**src/rtl/ir_tx_block.sv**
```systemverilog
// ir_tx_block: memory-mapped NEC infrared transmitter (leader, 32 payload bits, stop mark).
// Latency: a DATA write at edge N gives busy=1 and ir_tx=1 after edge N. Status reads are combinational.
// Backpressure: none. A DATA write while busy is dropped and sets the sticky overrun flag.
// Ports:
//   clk, reset          rising-edge clock, synchronous active-high reset
//   MemWrite, dir, D    bus write strobe, address, write data (D[15:8] = NEC address, D[7:0] = command)
//   rd_hit, rd_data     status read decode and data {29'b0, overrun, done, busy}
//   busy, ir_tx         frame in progress, IR LED drive
module ir_tx_block #(
    parameter logic [4:0] DATA_ADDR   = 5'd28,
    parameter logic [4:0] STATUS_ADDR = 5'd29,
    parameter int         UNIT_CYCLES = 28125,
    parameter int         CARRIER_DIV = 658,
    parameter bit         CARRIER_EN  = 1'b1
) (
    input  logic        clk,
    input  logic        reset,
    input  logic        MemWrite,
    input  logic [4:0]  dir,
    input  logic [31:0] D,
    output logic        rd_hit,
    output logic [31:0] rd_data,
    output logic        busy,
    output logic        ir_tx
);

    localparam int UW = $clog2(UNIT_CYCLES);
    localparam int CW = $clog2(CARRIER_DIV + 1);
    localparam logic [UW-1:0] UNIT_LAST = UW'(UNIT_CYCLES - 1);
    localparam logic [CW-1:0] CAR_LAST  = CW'(CARRIER_DIV - 1);

    typedef enum logic [2:0] {
        S_IDLE,
        S_LEADER_MARK,
        S_LEADER_SPACE,
        S_BIT_MARK,
        S_BIT_SPACE,
        S_STOP_MARK
    } state_t;

    state_t          state, state_nxt;
    logic [UW-1:0]   unit_cnt;
    logic [3:0]      phase_cnt;
    logic [3:0]      phase_last;
    logic [4:0]      bit_cnt;
    logic [31:0]     shreg;
    logic [CW-1:0]   car_cnt;
    logic            done, overrun;
    logic            wr_data, wr_status, start;
    logic            unit_end, phase_end, state_chg, mark_cur, mark_nxt;
    logic            unused_d;

    // The upper half of the data word carries nothing.
    assign unused_d = ^D[31:16];

    assign wr_data   = MemWrite && (dir == DATA_ADDR);
    assign wr_status = MemWrite && (dir == STATUS_ADDR);
    assign start     = wr_data && (state == S_IDLE);

    assign rd_hit  = (dir == STATUS_ADDR);
    assign rd_data = rd_hit ? {29'b0, overrun, done, busy} : 32'b0;

    assign mark_cur = (state == S_LEADER_MARK) || (state == S_BIT_MARK) || (state == S_STOP_MARK);
    assign mark_nxt = (state_nxt == S_LEADER_MARK) || (state_nxt == S_BIT_MARK) ||
                      (state_nxt == S_STOP_MARK);

    // Index of the last unit of the current phase. A '1' bit has a 3-unit space.
    always_comb begin
        phase_last = 4'd0;
        case (state)
            S_LEADER_MARK:  phase_last = 4'd15;
            S_LEADER_SPACE: phase_last = 4'd7;
            S_BIT_SPACE:    phase_last = shreg[0] ? 4'd2 : 4'd0;
            default:        phase_last = 4'd0;
        endcase
    end

    assign unit_end  = (unit_cnt == UNIT_LAST);
    assign phase_end = unit_end && (phase_cnt == phase_last);

    always_comb begin
        state_nxt = state;
        case (state)
            S_IDLE:         if (start)     state_nxt = S_LEADER_MARK;
            S_LEADER_MARK:  if (phase_end) state_nxt = S_LEADER_SPACE;
            S_LEADER_SPACE: if (phase_end) state_nxt = S_BIT_MARK;
            S_BIT_MARK:     if (phase_end) state_nxt = S_BIT_SPACE;
            S_BIT_SPACE:    if (phase_end) state_nxt = (bit_cnt == 5'd31) ? S_STOP_MARK : S_BIT_MARK;
            S_STOP_MARK:    if (phase_end) state_nxt = S_IDLE;
            default:        state_nxt = S_IDLE;
        endcase
    end

    // Every transition moves to a different state, so this marks each phase boundary.
    assign state_chg = (state_nxt != state);

    always_ff @(posedge clk) begin
        if (reset) begin
            state     <= S_IDLE;
            busy      <= 1'b0;
            unit_cnt  <= '0;
            phase_cnt <= '0;
            bit_cnt   <= '0;
            shreg     <= '0;
            car_cnt   <= '0;
            ir_tx     <= 1'b0;
            done      <= 1'b0;
            overrun   <= 1'b0;
        end else begin
            state <= state_nxt;
            busy  <= (state_nxt != S_IDLE);

            if (state_chg) begin
                unit_cnt  <= '0;
                phase_cnt <= '0;
            end else if (state != S_IDLE) begin
                if (unit_end) begin
                    unit_cnt  <= '0;
                    phase_cnt <= phase_cnt + 4'd1;
                end else begin
                    unit_cnt <= unit_cnt + UW'(1);
                end
            end

            if (start) begin
                shreg   <= {~D[7:0], D[7:0], ~D[15:8], D[15:8]};
                bit_cnt <= 5'd0;
            end else if ((state == S_BIT_SPACE) && phase_end) begin
                shreg <= shreg >> 1;
                if (bit_cnt != 5'd31) bit_cnt <= bit_cnt + 5'd1;
            end

            // Each mark starts high with a fresh carrier phase; spaces and idle are low.
            if (state_chg) begin
                ir_tx   <= mark_nxt;
                car_cnt <= '0;
            end else if (mark_cur && CARRIER_EN) begin
                if (car_cnt == CAR_LAST) begin
                    ir_tx   <= ~ir_tx;
                    car_cnt <= '0;
                end else begin
                    car_cnt <= car_cnt + CW'(1);
                end
            end

            // Flag sets take priority over a status-write clear on the same edge.
            if ((state == S_STOP_MARK) && phase_end) done <= 1'b1;
            else if (wr_status || start)             done <= 1'b0;

            if (wr_data && (state != S_IDLE)) overrun <= 1'b1;
            else if (wr_status)               overrun <= 1'b0;
        end
    end

endmodule

```
**config.mk**
```make
export PLATFORM = sky130hd
export DESIGN_NAME = ir_tx_block
export DESIGN_NICKNAME = d
export VERILOG_FILES = /design/src/rtl/ir_tx_block.sv
export SDC_FILE = /design/constraint.sdc
export NUM_CORES = 1
export LEC_CHECK = 0
export BUFFER_PORTS_ARGS = -buffer_cell sky130_fd_sc_hd__buf_2
export CORE_MARGIN = 1
export CORE_UTILIZATION = 45
export CTS_BUF_LIST = sky130_fd_sc_hd__clkbuf_8
export DETAILED_ROUTE_END_ITERATION = 10
export PLACE_DENSITY = 0.67
export SLEW_MARGIN = 10
export SYNTH_ARGS = -nofsm -noshare
export SYNTH_HDL_FRONTEND = slang
export SYNTH_SLANG_ARGS = --single-unit
```
**constraint.sdc**
```tcl
create_clock -name clk -period 2.5 [get_ports clk]
set_input_delay 0.125 -clock clk [delete_from_list [all_inputs] [get_ports clk]]
set_output_delay 0.125 -clock clk [all_outputs]
set_load 0.02 [all_outputs]
```
# Word level (Yosys, flattened, before mapping)
# Index checks and enable logic that the tools add are counted.
# word_totals
reg_bits	73
in_bits	40
word_cells	80
# op_classes
add_sub_neg	4
n_eq_ne	16
n_mux	22
n_bitwise	3
n_reduce_logical	25
# ops
operator	count
$mux 32	2
$mux 3	8
$pmux 3 s6	1
$not 8->8	2
$add 15x1->15 const B	1
$eq 15x15->1 const B	1
$eq 5x5->1 const B	3
$mux 15	1
$pmux 4 s3	1
$add 10x1->10 const B	1
$eq 10x10->1 const B	1
$mux 10	1
$reduce_bool 2->1	5
$eq 3x2->1 const B	3
$eq 3x3->1 const B	3
$logic_and 1x1->1	7
$mux 1	7
$eq 3x1->1 const B	2
$reduce_and 2->1	3
$reduce_bool 3->1	2
$add 5x1->5 const B	1
$logic_or 1x1->1	5
$ne 5x5->1 const B	1
$add 4x1->4 const B	1
6 further kinds	7

# Depth between registers and ports, before layout
# depth
ltp_word	10
mapped_depth	10
depth_no_buf	9

# Worst setup path before layout
# OpenSTA, ideal clock, no wires.
# synth_timing
path_type	reg2reg
startpoint	register bit_cnt[0]
endpoint	register car_cnt[3]
setup_time_ns	0.064
arrival_ns	2.067
t_required_ns	2.436
path_slack_ns	0.369
stages_incl_launch_ff	11
path_buffers	1
period_less_slack_ns	2.131
path_cell_list	dfxtp_1 > ha_1 > and3_1 > ha_1 > nand2b_1 > a21oi_1 > o211ai_1 > a211o_1 > or2_1 > buf_2 > nor2_1
# synth_between
elab_chain_len	6
# synth_rtl
item	line_no	text
start: declaration	45	logic [4:0] bit_cnt;
start signal: assignment	130	if (bit_cnt != 5'd31) bit_cnt <= bit_cnt + 5'd1;
$eq 5x5->1	88	S_BIT_SPACE: if (phase_end) state_nxt = (bit_cnt == 5'd31) ? S_STOP_MARK : S_BIT_MARK;
$mux 3 (2 in a row)	88	
$pmux 3 s6	83	case (state)
$ne 3x3->1	95	assign state_chg = (state_nxt != state);
$reduce_or 2->1 (no source line)	-	
end signal: assignment	142	car_cnt <= car_cnt + CW'(1);
end: declaration	47	logic [CW-1:0] car_cnt;
# Every way passes these cells.
# A chain may end at the register's enable or synchronous reset.

# Worst setup path after layout
# layout_timing
startpoint	register state[1]
endpoint	register shreg[13]
# layout_between
elab_chain_len	6
elab_cells_between_ends	11
classes_between	4 x eq/ne; 2 x mux; 5 x reduce/logical
# layout_rtl
item	line_no	text
start: declaration	41	state_t state, state_nxt;
start signal: assignment	110	state <= state_nxt;
$eq 3x3->1 (tied with other cells)	70, 128	
$pmux 4 s3	70	case (state)
$eq 4x4->1	79	assign phase_end = unit_end && (phase_cnt == phase_last);
$logic_and 1x1->1	79	
$logic_and 1x1->1	128	end else if ((state == S_BIT_SPACE) && phase_end) begin
$reduce_bool 2->1 (no source line)	-	
end signal: assignment	126	shreg <= {~D[7:0], D[7:0], ~D[15:8], D[15:8]};
end signal: assignment	129	shreg <= shreg >> 1;
end: declaration	46	logic [31:0] shreg;
# Several ways; a longest one is shown, not always the timed one.

==> run metrics <==
Slew HR 63.3%; Seq/Total Area, Yosys 37.7%; Die ar. 0.00899 mm^2; Synth cell types 58; largest net degree at the start of global routing 33; vias per cell 5.09; Arr. time, crit path 2440 ps; maximum VDD drop 0.000457 V; die height 94.8 um; Residual DRC 0; Fmax 0.452 GHz; Slew Limit Fails 0; FF+latch count, synth 73; top cell family by delay on the critical path simple AND/OR/NAND/NOR gates; Final Critical Period 2210 ps; Iteration-0 DRC Markers 110; chip width 94.8 um; via count 2932; final net count 513; worst r2r src state[1]$_SDFF_PP0_; Clk pin slew, worst setup/hold paths 70 ps; P per Cell Area 529 mW/mm^2; drt wl/cell 12.3 um; drt total wl 7.11 mm; worst reg2reg setup slack 290 ps; first drt pass iteration count 4; endpoints failing setup 0; Post-Syn Area 0.00388 mm^2; # fillers 764; Synthesis Warnings 0; Clock Tree Root clkbuf_8; Max Cap Viol 0; CP Max Fanout 32; Crit. End Element flop; Hold Vio Cnt, Final 0; status completed; Tot Pwr 2.31 mW; CTS Buffer Depth 2; leak pwr 1.61 nW; vias in the first global route 2686; Post-CTS Repair Setup Buffers 0; IO Pins 75; dpl cells 546; Critical Path Max Stage Delay 440 ps; Util after Layout 52.8%; Critical Path RT 2730 ps; first-pass GRT wire length 12.3 mm; crit path cell chain inv_2 -> nand2_1 -> or3_4 -> nor4b_4 -> buf_12 -> mux2i_1 -> o22ai_2; layout cells sized above 1 18.0%; CTS tree done; CP startpoint kind flop; Crit Reg-Reg Endpoint shreg[13]$_SDFFE_PP0P_; PortBufs 29; Setup TNS 0 ps; end point of the critical path shreg[13]$_SDFFE_PP0P_; Antenna Cells 0; Place WS 211 ps; Final period util 88.5%; ys async rst share 0%; CP Class flop to flop; Hold WC Path Type input pin to flop; syn_area_per_cell 9.23 um^2; Sink Count 73; clk_lat worst skew 340 ps; Post-Layout Cell Count 576; setup repair after global routing missed its margin no; number of synthesized flops with an enable pin 0; worst slew pin tran 546 ps; H-tree Lvls 3; Starting Density 47.0%; Total GRT Usage 17.5%; Rows 33; core area 0.00826 mm^2; Fin Clk Skew 7.60 ps; DRT antenna net count 0; CP max-delay cell dfxtp_1; main flop type after synthesis dfxtp_1; RePlAce Congestion 0.814; final worst slack 287 ps; Area Overhead vs Synth 12.5%; worst r2r path cells 7; CP bufs+invs 2; initial antenna violation count 0; DP Wirelength 5.09 mm; total clock buffers created by CTS 9; crit path from state[1]$_SDFF_PP0_; critical path depth 7; global route overflow 0; Synth Instances 420
state kept, by name (all words and copies together) (netlist names):
name and flops:
busy 1, shreg 32, overrun 1, unit_cnt 15, bit_cnt 5, phase_cnt 4, car_cnt 10, state 3
ir_tx 1, done 1
worst min-delay path by stage:
| stage | start | slack, ps | end | cells after the start |
|---|---|---|---|---|
| after detailed placement | D[10] | 350 | shreg[10]$_SDFFE_PP0P_ | 2 |
| final | D[8] | 10 | shreg[8]$_SDFFE_PP0P_ | 2 |
| after global routing | D[8] | 10 | shreg[8]$_SDFFE_PP0P_ | 2 |
| after CTS | D[8] | 5 | shreg[8]$_SDFFE_PP0P_ | 2 |
| after floorplan | D[6] | 210 | shreg[30]$_SDFFE_PP0P_ | 1 |
| after global placement | D[12] | 340 | shreg[12]$_SDFFE_PP0P_ | 2 |
synth_stat cells (11+ instances only):
| cell type | instances | share of area [%] |
|---|---|---|
| nor2_1 | 45 | 4.4 |
| xor2_1 | 16 | 3.6 |
| a21oi_1 | 14 | 1.8 |
| dfxtp_1 | 73 | 38 |
| o21ai_1 | 16 | 2.1 |
| buf_4 | 29 | 5.6 |
| xnor2_1 | 11 | 2.5 |
| nand2_1 | 35 | 3.4 |
| mux2i_1 | 36 | 9.3 |
what timing repair did:
action                                 in CTS  in global routing
endpoints found under the hold margin      22                  0
hold buffers                               14                  0
setup endpoints to repair                   0                  1
resized for setup                           0                  1
through the flow:
step,hold WS (ps),area (um^2)
floorplan,214,3980
global placement,343,4030
detailed placement,348,4030
CTS,4.90,4360
global route,11.3,4360
finish,12.6,4360
cells in the final DEF, fill, tap and decap left out, types with 10 or more instances in the layout:
cell type / n
dfxtp_1: 72
nor2_1: 45
mux2i_1: 36
nand2_1: 35
conb_1: 29
buf_2: 29
o21ai_1: 16
xor2_1: 16
a21oi_1: 14
dlygate4sd3_1: 14
buf_4: 12
xnor2_1: 11
and3_1: 10
nand2b_1: 10
o22ai_2: 10
nand4_1: 10
clkbuf_8: 10
power breakdown:
part	switching, mW	leakage (nW)	internal (mW)	total, mW
logic	0.139	0.915	0.0889	0.228
registers	0.0236	0.589	1.18	1.20
clock network	0.404	0.110	0.474	0.878
total	0.567	1.61	1.74	2.31
routing by layer:
metal / part of all wire (%) / vias up / GRT usage [%]
met3: 3.2 / 10 / 3.06
met1: 49 / 1355 / 22.2
met2: 46 / 46 / 28.3
met5: 0 / - / 0
li1: - / 1521 / -
met4: 1.8 / 0 / 9.47
area by class of cell:
cell class	instances	area, um^2	area share [%]
clock buffer	10	138	3.16
clock inverter	6	51.3	1.18
inverter	5	18.8	0.430
multi-input combinational	321	2160	49.6
sequential	73	1460	33.5
tap	105	131	3.01
timing repair buffer	56	395	9.07
cell families after synthesis:
group | share of synthesized area [%]
fa+ha+maj | 2.26
xor+xnor | 6.10
mux | 9.29
compound gates | 12.7
buf+inv | 9.23
other cells | 0.0967
flops | 37.7
simple gates | 22.6
(Power assumes the default switching activity.)
